--- config.mk ---
export PLATFORM = sky130hd
export DESIGN_NAME = pc_sequencer
export DESIGN_NICKNAME = d
export VERILOG_FILES = /design/src/rtl/pc_sequencer.sv
export SDC_FILE = /design/constraint.sdc
export NUM_CORES = 1
export LEC_CHECK = 0
export CORE_UTILIZATION = 48
export DETAILED_ROUTE_END_ITERATION = 7
export GPL_TIMING_DRIVEN = 0
export HOLD_SLACK_MARGIN = 0.05
export PLACE_DENSITY = 0.79
export SLEW_MARGIN = 0
export SYNTH_ARGS = -nofsm -noshare
export SYNTH_HDL_FRONTEND = slang
export SYNTH_SLANG_ARGS = --single-unit
export TNS_END_PERCENT = 10
--- constraint.sdc ---
create_clock -name clk -period 2.25 [get_ports clk]
set_clock_uncertainty 0.15 [all_clocks]
set_input_delay 0.225 -clock clk [delete_from_list [all_inputs] [get_ports clk]]
set_output_delay 0.225 -clock clk [all_outputs]
set_load 0.02 [all_outputs]
--- src/rtl/pc_sequencer.sv ---
// Program-counter sequencer: sequential fetch under an imem handshake, hazard
// stalls, taken-jump redirect with flush bubbles, and halt at the exit address.
module pc_sequencer #(
  parameter int              PC_W         = 8,
  parameter logic [PC_W-1:0] RESET_PC     = 8'h04,
  parameter int              PC_STEP      = 4,
  parameter int              FLUSH_CYCLES = 2,
  parameter logic [PC_W-1:0] HALT_PC      = 8'h80
) (
  input  logic            clk,
  input  logic            rst_n,
  input  logic            senable,
  input  logic [PC_W-1:0] etq,
  input  logic            stall,
  input  logic            imem_ready,
  output logic [PC_W-1:0] pc,
  output logic            fetch_req,
  output logic            flush,
  output logic            halted,
  output logic [7:0]      jump_count
);

  typedef enum logic [1:0] {
    FETCH = 2'd0,
    FLUSH = 2'd1,
    HALT  = 2'd2
  } state_t;

  state_t          state;
  logic [3:0]      flush_cnt;
  logic [PC_W-1:0] next_pc;

  assign next_pc = pc + PC_W'(PC_STEP);

  assign fetch_req = (state == FETCH) & ~stall & rst_n;
  assign flush     = (state == FLUSH);
  assign halted    = (state == HALT);

  // A jump outranks stall and the memory handshake; the fetch it displaces is dropped.
  always_ff @(posedge clk or negedge rst_n) begin
    if (!rst_n) begin
      state      <= FETCH;
      pc         <= RESET_PC;
      flush_cnt  <= 4'd0;
      jump_count <= 8'd0;
    end else begin
      case (state)
        FETCH: begin
          if (senable) begin
            pc        <= etq;
            flush_cnt <= 4'(FLUSH_CYCLES - 1);
            if (jump_count != 8'hFF)
              jump_count <= jump_count + 8'd1;
            state     <= FLUSH;
          end else if (!stall && imem_ready) begin
            pc <= next_pc;
            if (next_pc == HALT_PC)
              state <= HALT;
          end
        end
        FLUSH: begin
          if (flush_cnt == 4'd0)
            state <= (pc == HALT_PC) ? HALT : FETCH;
          else
            flush_cnt <= flush_cnt - 4'd1;
        end
        HALT: begin
          state <= HALT;
        end
        default: begin
          state <= FETCH;
        end
      endcase
    end
  end

endmodule

Word level (Yosys, flattened, before mapping)
Index checks and enable logic that the tools add are counted.
{"block": "totals", "ff_bits": 22, "latchBits": 0, "ram_bits": 0, "rom_bits": 0, "input_bits": 13, "word_cells": 41, "mem_count": 0}
{"block": "op_classes", "n_addsub": 3, "n_mul": 0, "div_mod_pow": 0, "n_lt_le_gt_ge": 0, "n_eq_ne": 10, "shifts": 0, "mux": 11, "bitwise": 3, "reduce_logical": 10}
{"operator": "equality test 8 bit (second input constant)", "count": 2}
{"operator": "2-to-1 mux 8 bit", "count": 2}
{"operator": "2-to-1 mux 2 bit", "count": 5}
{"operator": "AND reduction 3 bit", "count": 3}
{"operator": "adder 8 x 1 -> 8 bit (second input constant)", "count": 1}
{"operator": "adder 8 x 3 -> 8 bit (second input constant)", "count": 1}
{"operator": "2-to-1 mux 4 bit", "count": 2}
{"operator": "!= test 8 bit (second input constant)", "count": 1}
{"operator": "one-hot mux 4 bit (2 select lines)", "count": 1}
{"operator": "!= test 3 x 2 -> 1 bit (second input constant)", "count": 2}
{"operator": "one-hot mux 2 bit (3 select lines)", "count": 1}
{"operator": "zero test 4 bit", "count": 1}
{"operator": "!= test 2 bit (second input constant)", "count": 2}
{"operator": "nonzero test 2 bit", "count": 2}
{"operator": "subtractor 4 x 1 -> 4 bit (second input constant)", "count": 1}
{"operator": "AND 1 bit", "count": 2}
{"operator": "equality test 2 x 1 -> 1 bit (second input constant)", "count": 1}
{"operator": "equality test 2 bit (second input constant)", "count": 1}
{"operator": "zero test 2 bit", "count": 1}
{"operator": "!= test 2 x 1 -> 1 bit (second input constant)", "count": 1}
{"operator": "AND reduction 2 bit", "count": 1}
{"operator": "logical AND 1 bit", "count": 1}
{"operator": "zero test 1 bit", "count": 1}
{"operator": "NOT 1 bit", "count": 1}

Depth between registers and ports, before layout
Gate-level depths: netlist of run 1.
{"block": "logic_depth", "word_depth": 6, "depth_mapped": 7, "depth_no_buf": 6}

Worst setup path after synthesis of run 1
No wires, ideal clock.
{"block": "synth_timing", "path_type": "reg2reg", "start": "register flush_cnt[0]", "end": "register state[1]", "setup_time_ps": 82, "arrival_ps": 1496, "slack_ps": 522, "stages_incl_launch_ff": 8, "path_cell_list": "dfrtp_1 inv_1 ha_1 or3b_1 buf_2 a21o_1 a21o_1 a31oi_1"}
{"block": "synth_via", "elab_chain_cells": 3}
{"element": "start: declaration", "line": "30", "text": "logic [3:0] flush_cnt;"}
{"element": "start signal: assignment", "line": "51", "text": "flush_cnt <= 4'(FLUSH_CYCLES - 1);"}
{"element": "start signal: assignment", "line": "65", "text": "flush_cnt <= flush_cnt - 4'd1;"}
{"element": "zero test 4 bit", "line": "62", "text": "if (flush_cnt == 4'd0)"}
{"element": "!= test 2 x 1 -> 1 bit (no source line)"}
{"element": "AND reduction 3 bit (no source line)"}
{"element": "end signal: assignment", "line": "63", "text": "state <= (pc == HALT_PC) ? HALT : FETCH;"}
{"element": "end: declaration", "line": "29", "text": "state_t state;"}
No other way between the ends.
A chain may end at the register's enable or synchronous reset.

Final worst setup path of run 1
{"block": "layout_timing", "start": "register state[1]", "end": "output fetch_req"}
{"block": "layout_via", "elab_chain_cells": 3}
{"element": "zero test 2 bit", "line": "35", "text": "assign fetch_req = (state == FETCH) & ~stall & rst_n;"}
{"element": "AND 1 bit (2 in a row)", "line": "35"}
{"element": "end: declaration", "line": "17", "text": "output logic fetch_req,"}
No other way between the ends.

==> flow_metrics.tcl, run 1 <==
set metrics [dict create \
    status "finished clean" \
    worstRegToRegCells 7 \
    synth.cell_area_sq_um 1230 \
    overflow 0 \
    drt_wl_total_um 2770 \
    viasPerCell 5.56 \
    ios 32 \
    path_max_fanout 6 \
    wire_per_inst_um 14.1 \
    synth_cells 131 \
    place.gp.congestion 0.919 \
    required_ps 1880 \
    portBuffers 31 \
    hp-start "etq[0]" \
    period_share 0.955 \
    grt_pass1_wl_um 4710 \
    synth.distinct_cells 37 \
    cp.arrival_ps 1770 \
    period_minus_slack_ps 2150 \
    start_util 0.530 \
    r2r_slack_ps 370 \
    core_area_sq_um 2320 \
    yosysTopAreaCell "dfrtp_1" \
    placementRows 17 \
    path_class "register to output port" \
    cp-start-kind "register" \
    synth-seq-cells 22 \
    insertion_delay_ps 290 \
    crit_path_end_kind "output port" \
    timing.final.ws_setup_ps 102 \
    finalSetupViolations 0 \
    nNetsFinal 188 \
    max_slew_margin 0.372 \
    vias 1089 \
    yosysSeqAreaShare 0.449 \
    synth_top_area_frac 0.428 \
    num_antenna_cells 0 \
    min_to "pc[0]" \
    power.leakage_nw 0.722 \
    setup-tns-final_ps 0 \
    drc_errors 0 \
    die_y_um 52.6 \
    grt_busiest_layer "met2" \
    syn_nets 150 \
    placed_cells 190 \
    yosysWarnings 0 \
    total_power_mw 2.09 \
    synth_area_leaders "dfrtp_1 (43%), ha_1 (6.1%), xor2_1 (5.7%)" \
    grt_usage 0.232 \
    vdd_drop_max_mv 0.837 \
    antenna_found_initial 0 \
    clockBufferDepth 2 \
    die_w_um 52.6 \
    cts_tree "yes" \
    use_met1 0.306 \
    drive_gt1_frac 0.0774 \
    dp_slack_ps -523 \
    grt_pass1_vias 1076 \
    layout.cells.non_filler 196 \
    root_buffer "clkbuf_4" \
    cts_sinks 22 \
    htreeDepth 1 \
    power_density_nw_per_um2 1290 \
    hold_depth 3 \
    reg2reg_to "state[1]" \
    fmax_mhz 465 \
    cap_violations 0 \
    reg2reg_from "flush_cnt[0]" \
    area_growth_pct 32.0 \
    dp_hpwl_um 2030 \
    die-area_sq_um 2770 \
    clk_pin_slew_worst_paths_ps 120 \
    syn_avg_cell_area_sq_um 9.38 \
    ant_nets 0 \
    min_path_type "input pin to register" \
    use_met2 0.373 \
    rsz0062_at_grt "false" \
    tightest_slew_ps 939 \
    grt_max_degree 22 \
    first_pass_iters 4 \
    numCtsBuffers 3 \
    drt_iter0_markers 11 \
    hold_viol 0 \
    gr-usage-met3 0.0638 \
    maxSlewViolCount 0 \
]
==> state kept, by name (all words and copies together) (netlist names) <==
name        flops
jump_count      8
pc              8
flush_cnt       4
state           2
==> cells in the mapped netlist <==
cell type and instances:
a211o_1 1, a21o_1 2, a21oi_1 4, a31oi_1 3
and2b_1 1, and3_2 1, buf_2 2, buf_4 1
clkbuf_1 1, dfrtp_1 21, dfstp_2 1, ha_1 6
inv_1 6, mux2_2 1, mux2i_1 1, nand2_1 16
nand2b_1 2, nand3_1 10, nand3b_1 1, nand4_1 4
nor2_1 9, nor2b_1 2, nor3_1 6, nor3b_4 1
nor4_1 1, nor4b_1 2, o211ai_1 1, o21a_1 2
o21ai_0 6, o21ai_2 1, o221ai_1 1, o22ai_1 2
o311ai_0 1, or2_2 1, or3b_1 1, xnor2_1 1
xor2_1 8
==> per-layer routing <==
layer	vias up	wire, um
met5	-	0
met4	0	15
met3	4	135
met2	26	1260
met1	520	1360
li1	539	-
==> report_power, final <==
part           switching [mW]  leakage (nW)  internal (mW)
clock network           0.112        0.0150         0.0689
registers               0.239         0.276          0.565
logic                   0.581         0.431          0.527
total                   0.933         0.722           1.16
==> placed cells by master, fill, tap and decap left out, types with 2 or more instances in the layout <==
cell type,instances
a21oi_1,4
o21ai_0,6
ha_1,6
clkbuf_4,3
dfrtp_1,21
nor4b_1,2
a31oi_1,3
nand4_1,4
clkbuf_1,2
o22ai_1,2
xor2_1,8
o21a_1,2
inv_1,6
clkdlybuf4s50_1,30
buf_2,2
nand2_1,16
nor2_1,9
dlygate4sd3_1,2
a21o_1,2
nor3_1,6
nand2b_1,2
nor2b_1,2
nand3_1,10
==> worst max-delay path, cell delays in order, from the launching register on <==
cell and delay [ps]:
dfrtp_1 470, nor4b_1 340, clkdlybuf4s50_1 660
==> cell type report <==
| cell class | count | area [sq um] |
|---|---|---|
| Tap cell | 28 | 35.0 |
| Sequential cell | 22 | 552 |
| Clock buffer | 4 | 26.3 |
| Timing Repair Buffer | 33 | 332 |
| Inverter | 6 | 22.5 |
| Multi-Input combinational cell | 99 | 633 |
| Buffer | 4 | 21.3 |
| Fill cell | 200 | 697 |
==> logic make-up (layout without fill, tap and decap cells) <==
group | count (synthesis) | after routing | synth area share
DFF | 22 | 22 | 0.449
xor gates and xnor gates | 9 | 9 | 0.0642
buffers and inverters | 10 | 47 | 0.0356
adders and majority gates | 6 | 6 | 0.0611
AOI/OAI and AO/OA | 24 | 24 | 0.125
muxes | 2 | 2 | 0.0173
and+or+nand+nor | 58 | 58 | 0.247
==> how the worst max path moves through the flow <==
stage	startpoint	endpoint	slack (ps)	depth (start not counted)
6_report	state[1]	fetch_req	100	2
5_1_grt	state[1]	fetch_req	20	2
4_1_cts	state[1]	fetch_req	80	2
3_5_place_dp	rst_n	fetch_req	-520	3
3_3_place_gp	rst_n	fetch_req	-440	3
2_1_floorplan	flush_cnt[0]	state[1]	520	7
==> through the flow <==
step           utilization  hold slack [ps]  instance area, sq um
2_1_floorplan            -             -221                  1230
3_3_place_gp         0.679              333                  1570
3_5_place_dp         0.679              337                  1570
4_1_cts              0.699              311                  1620
5_1_grt              0.699              316                  1620
6_report             0.699              312                  1620
==> timing repair <==
item | in CTS | in global routing
hold buffers | 2 | 0
buffers inserted | 0 | 0
setup endpoints to repair | 1 | 0
gates resized for setup | 3 | 0
hold endpoints to repair | 21 | 0
Power figures use the tool's default switching activity.
==> run 2: changes to the inputs <==
Settings changed: ABC_CLOCK_PERIOD_IN_PS from default to 2250, CAP_MARGIN from default to 25, REMOVE_ABC_BUFFERS from default to 1.
==> run 2 against run 1 <==
Effect of this change: sequential share of layout area shrank 0.079 points; largest cell class unchanged; register-to-register slack better by 30 ps; core utilization rose by 0.16 points; die area did not move; count of clock-buffer cells in the layout did not move; final area is 0.23% higher; sequential cell count unchanged; worst hold slack lost 87 ps; combinational power shrank 4%; clock power is 21% higher; maximum frequency fell by 0.27%; largest power group unchanged.
==> flow_metrics.tcl, run 2 (synthesis results as in run 1) <==
set metrics [dict create \
    layout.area.seq_sq_um 552 \
    setup-tns-final_ps 0 \
    clk_pin_slew_worst_paths_ps 120 \
    rsz0062_at_grt "false" \
    drive_gt1_frac 0.0727 \
    tightest_slew_ps 720 \
    vdd_drop_max_mv 0.918 \
    min_path_type "input pin to asynchronous set/reset pin" \
    die-area_sq_um 2770 \
    clockBufferDepth 2 \
    finalSetupViolations 0 \
    placed_cells 186 \
    placementRows 17 \
    fmax_mhz 464 \
    layout.cells.non_filler 193 \
    cp-start-kind "register" \
    ios 32 \
    total_power_mw 2.11 \
    drt_iter0_markers 28 \
    power_density_nw_per_um2 1300 \
    fill_cells 187 \
    path_class "register to output port" \
    place.gp.congestion 0.848 \
    cp.arrival_ps 1780 \
    num_antenna_cells 0 \
    core_area_sq_um 2320 \
    path_buf_inv 1 \
    cts_setup_buffers 0 \
    htreeDepth 1 \
    crit_path_end_kind "output port" \
    area_growth_pct 32.3 \
    crit_family "buffers and inverters" \
    nNetsFinal 185 \
    die_w_um 52.6 \
    antenna_found_initial 0 \
    fin_area_sq_um 1630 \
    insertion_delay_ps 300 \
    dp_hpwl_um 1970 \
    viasPerCell 5.74 \
    slowest_stage "clkdlybuf4s50_1" \
    layout_commonest_cell "clkdlybuf4s50_1" \
    grt_pass1_vias 1083 \
    drc_errors 0 \
    period_minus_slack_ps 2150 \
    drt_wl_total_um 2830 \
    power.leakage_nw 0.722 \
    path_max_fanout 7 \
    status "finished clean" \
    max_slew_margin 0.515 \
    portBuffers 31 \
    grt_max_degree 22 \
    maxSlewViolCount 0 \
    dpl_cell_area_sq_um 1550 \
    root_buffer "clkbuf_4" \
    grt_pass1_wl_um 4770 \
    numCtsBuffers 3 \
    period_share 0.957 \
    grt_usage 0.238 \
    path_cells "and2b_1 -> clkdlybuf4s50_1" \
    critPathMaxStageDelay_ps 650 \
    required_ps 1880 \
    first_pass_iters 6 \
    cap_violations 0 \
    reg_top3 "jump_count (8), pc (8), flush_cnt (4)" \
    multi_input_area_sq_um 633 \
    most-common-layout-cells "clkdlybuf4s50_1 (30), dfrtp_1 (21), nand2_1 (16)" \
    vias 1108 \
    ant_nets 0 \
    cts_tree "yes" \
    die_y_um 52.6 \
    hold_viol 0 \
    cts_sinks 22 \
    overflow 0 \
    start_util 0.530 \
    wire_per_inst_um 14.6 \
]
## run 2: cell count changes in the layout (fill, tap and decap cells not counted), sizes merged
| cell | previous run | this run |
|---|---|---|
| buf | 3 | 1 |
| clkbuf | 5 | 4 |
## run 2: through the flow
stage | hold WS (ps) | utilization | setup WS, ps
CTS | 278 | 0.695 | 99.5
detailed placement | 332 | 0.670 | -533
floorplan | -221 | - | 526
global placement | 334 | 0.670 | -494
global route | 221 | 0.701 | 20.8
finish | 225 | 0.701 | 95.7
## run 2: worst paths after layout
check / from / endpoint / slack (ps) / cells past startpoint
worst max-delay path: state[1] / flush / 100 / 2
worst min-delay path: rst_n / pc[6] / 220 / 2
worst max register to register: flush_cnt[0] / state[1] / 400 / 6
worst min register to register: jump_count[7] / jump_count[7] / 350 / 1
max in group asynchronous: rst_n / pc[3] / 1360 / 3
min in group clk: etq[0] / pc[0] / 280 / 3
## run 2: cell type report
type                       instances  share of cell area
multi-input combinational         99               0.390
sequential                        22               0.339
timing repair buffer              34               0.213
clock buffer                       4              0.0223
tap                               28              0.0216
inverter                           6              0.0139
## run 2: where the power goes
group	internal, mW	switching (mW)	total (mW)	leakage, nW
combinational	0.510	0.563	1.07	0.425
clock	0.0987	0.120	0.219	0.0210
sequential	0.565	0.255	0.820	0.276
## run 2: per-layer routing
layer	GRT usage	up-vias	wire (um)
met1	0.284	544	1220
met4	0.0965	0	0
met5	0	-	0
met3	0.0406	0	124
met2	0.418	33	1490
li1	-	531	-
## run 2: repair_timing
item	in CTS	in global routing
endpoints found under the hold margin	21	0
hold buffers	2	0
resized for setup	3	0
setup endpoints to repair	1	0
==> run 3: changes to the inputs <==
Settings changed: ABC_AREA from default to 1, CELL_PAD_IN_SITES_DETAIL_PLACEMENT from default to 1, CELL_PAD_IN_SITES_GLOBAL_PLACEMENT from default to 1, CORE_UTILIZATION 48 to 35, PLACE_DENSITY 0.79 to default, PLACE_DENSITY_LB_ADDON from default to 0.1.
==> run 3 against run 2 <==
Effect of this change: maximum frequency up 4.6%; final area increased by 6.0%; synthesized area up 4.3%; register-to-register slack improved by 190 ps; core utilization fell by 20 points; first-iteration DRC count rose by 21%; critical path type unchanged.
==> flow_metrics.tcl, run 3 <==
set metrics [dict create \
    vias 1215 \
    clockBufferDepth 2 \
    synth_most_common_cell "nand2_1" \
    nNetsFinal 221 \
    reg_top3 "jump_count (8), pc (8), flush_cnt (4)" \
    period_minus_slack_ps 2060 \
    synth_top_area_frac 0.410 \
    synth.cell_area_sq_um 1280 \
    multi_input_area_sq_um 621 \
    grt_max_degree 14 \
    power_density_nw_per_um2 1310 \
    die_y_um 62.5 \
    yosysTopAreaCell "dfrtp_1" \
    synth_area_leaders "dfrtp_1 (41%), nand2_1 (11%), inv_1 (6.7%)" \
    synth-seq-cells 22 \
    portBuffers 31 \
    min_path_type "input pin to register" \
    path_max_fanout 3 \
    cts_tree "yes" \
    die_w_um 62.5 \
    path_class "register to output port" \
    cts_sinks 22 \
    clk_pin_slew_worst_paths_ps 130 \
    fill_cells 428 \
    grt_pass1_vias 1281 \
    drt_iter0_markers 34 \
    synth_top_cells_by_count "nand2_1 (37), inv_1 (23), dfrtp_1 (21)" \
    cap_violations 0 \
    num_antenna_cells 0 \
    period_share 0.915 \
    synth_cells 165 \
    placementRows 21 \
    status "finished clean" \
    numCtsBuffers 3 \
    most-common-layout-cells "nand2_1 (37), clkdlybuf4s50_1 (30), inv_1 (23)" \
    layout_commonest_cell "nand2_1" \
    cts_setup_buffers 0 \
    dp_hpwl_um 2560 \
    yosysSeqAreaShare 0.431 \
    fmax_mhz 486 \
    hold_viol 0 \
    cp.arrival_ps 1680 \
    die-area_sq_um 3910 \
    tightest_slew_ps 635 \
    finalSetupViolations 0 \
    setup-tns-final_ps 0 \
    cp-start-kind "register" \
    grt_pass1_wl_um 5750 \
    syn_avg_cell_area_sq_um 7.77 \
    synth_flop_cell "dfrtp_1" \
    placed_cells 241 \
    antenna_found_initial 0 \
    yosysWarnings 0 \
    drive_gt1_frac 0.0647 \
    crit_path_end_kind "output port" \
    htreeDepth 1 \
    drc_errors 0 \
    insertion_delay_ps 310 \
    layout.cells.non_filler 247 \
    rsz0062_at_grt "false" \
    synthArstFlopShare 1.00 \
    overflow 0 \
    required_ps 1880 \
    first_pass_iters 4 \
    synth.distinct_cells 26 \
    root_buffer "clkbuf_4" \
    area_growth_pct 34.5 \
    viasPerCell 4.92 \
    synth_edf_count 0 \
    core_area_sq_um 3420 \
    wire_per_inst_um 13.4 \
    drt_wl_total_um 3320 \
    grt_usage 0.185 \
    place.gp.congestion 0.811 \
    layout.area.seq_sq_um 552 \
    max_slew_margin 0.575 \
    maxSlewViolCount 0 \
    start_util 0.375 \
    power.leakage_nw 0.804 \
    ios 32 \
    vdd_drop_max_mv 0.500 \
    ant_nets 0 \
]
-- run 3: area by class of cell --
| type | instances | share of cell area |
|---|---|---|
| multi-input combinational | 116 | 0.360 |
| sequential | 22 | 0.320 |
| timing repair buffer | 34 | 0.200 |
| inverter | 25 | 0.0559 |
| tap | 46 | 0.0334 |
| clock inverter | 1 | 0.0174 |
| clock buffer | 3 | 0.0131 |
-- run 3: repair_timing --
action | 4_1_cts | 5_1_grt
gates resized for setup | 1 | 0
setup endpoints to repair | 1 | 0
hold buffers | 2 | 0
hold endpoints to repair | 9 | 0
-- run 3: critical path, stage by stage (launching register included) --
cell and delay, ps:
dfrtp_1 410, nor2_1 190, inv_1 90, nor2_1 90, clkdlybuf4s50_1 600
-- run 3: path summary, 6_finish.rpt --
path | from | to | slack (ps) | depth (start not counted)
setup / recovery | state[1] | fetch_req | 190 | 4
hold / removal | etq[0] | pc[0] | 330 | 3
setup reg to reg | pc[2] | state[1] | 590 | 7
hold reg to reg | jump_count[4] | jump_count[4] | 400 | 2
max in group asynchronous | rst_n | flush_cnt[3] | 960 | 3
min in group asynchronous | rst_n | jump_count[5] | 400 | 2
-- run 3: cell families after synthesis --
group           Yosys count  share of synthesized area
flops                    22                      0.431
fa+ha+maj                 6                     0.0586
buf+inv                  27                     0.0850
xor+xnor                  7                     0.0479
compound gates           25                      0.105
simple gates             78                      0.272
-- run 3: through the flow --
stage                      util  setup slack (ps)  hold WS (ps)  instance area (sq um)  power (mW)
after floorplan               -               645          -221                   1270        1.47
after global placement    0.479              -466           346                   1640        1.90
after detailed placement  0.484              -196           375                   1650        1.96
after CTS                 0.504               170           331                   1720        2.28
after global routing      0.504              39.9           323                   1720        2.46
final                     0.504               190           328                   1720        2.26
-- run 3: metal layers --
metal | vias up | wire [um] | global-route usage
met5 | - | 0 | 0
met3 | 2 | 103 | 0.0255
met2 | 24 | 1620 | 0.337
met1 | 590 | 1570 | 0.232
li1 | 599 | - | -
met4 | 0 | 18 | 0.0349
-- run 3: power breakdown --
part | leakage, nW | total (mW) | switching [mW] | internal [mW]
logic | 0.500 | 1.21 | 0.715 | 0.496
clock network | 0.0279 | 0.305 | 0.125 | 0.180
registers | 0.276 | 0.740 | 0.170 | 0.571
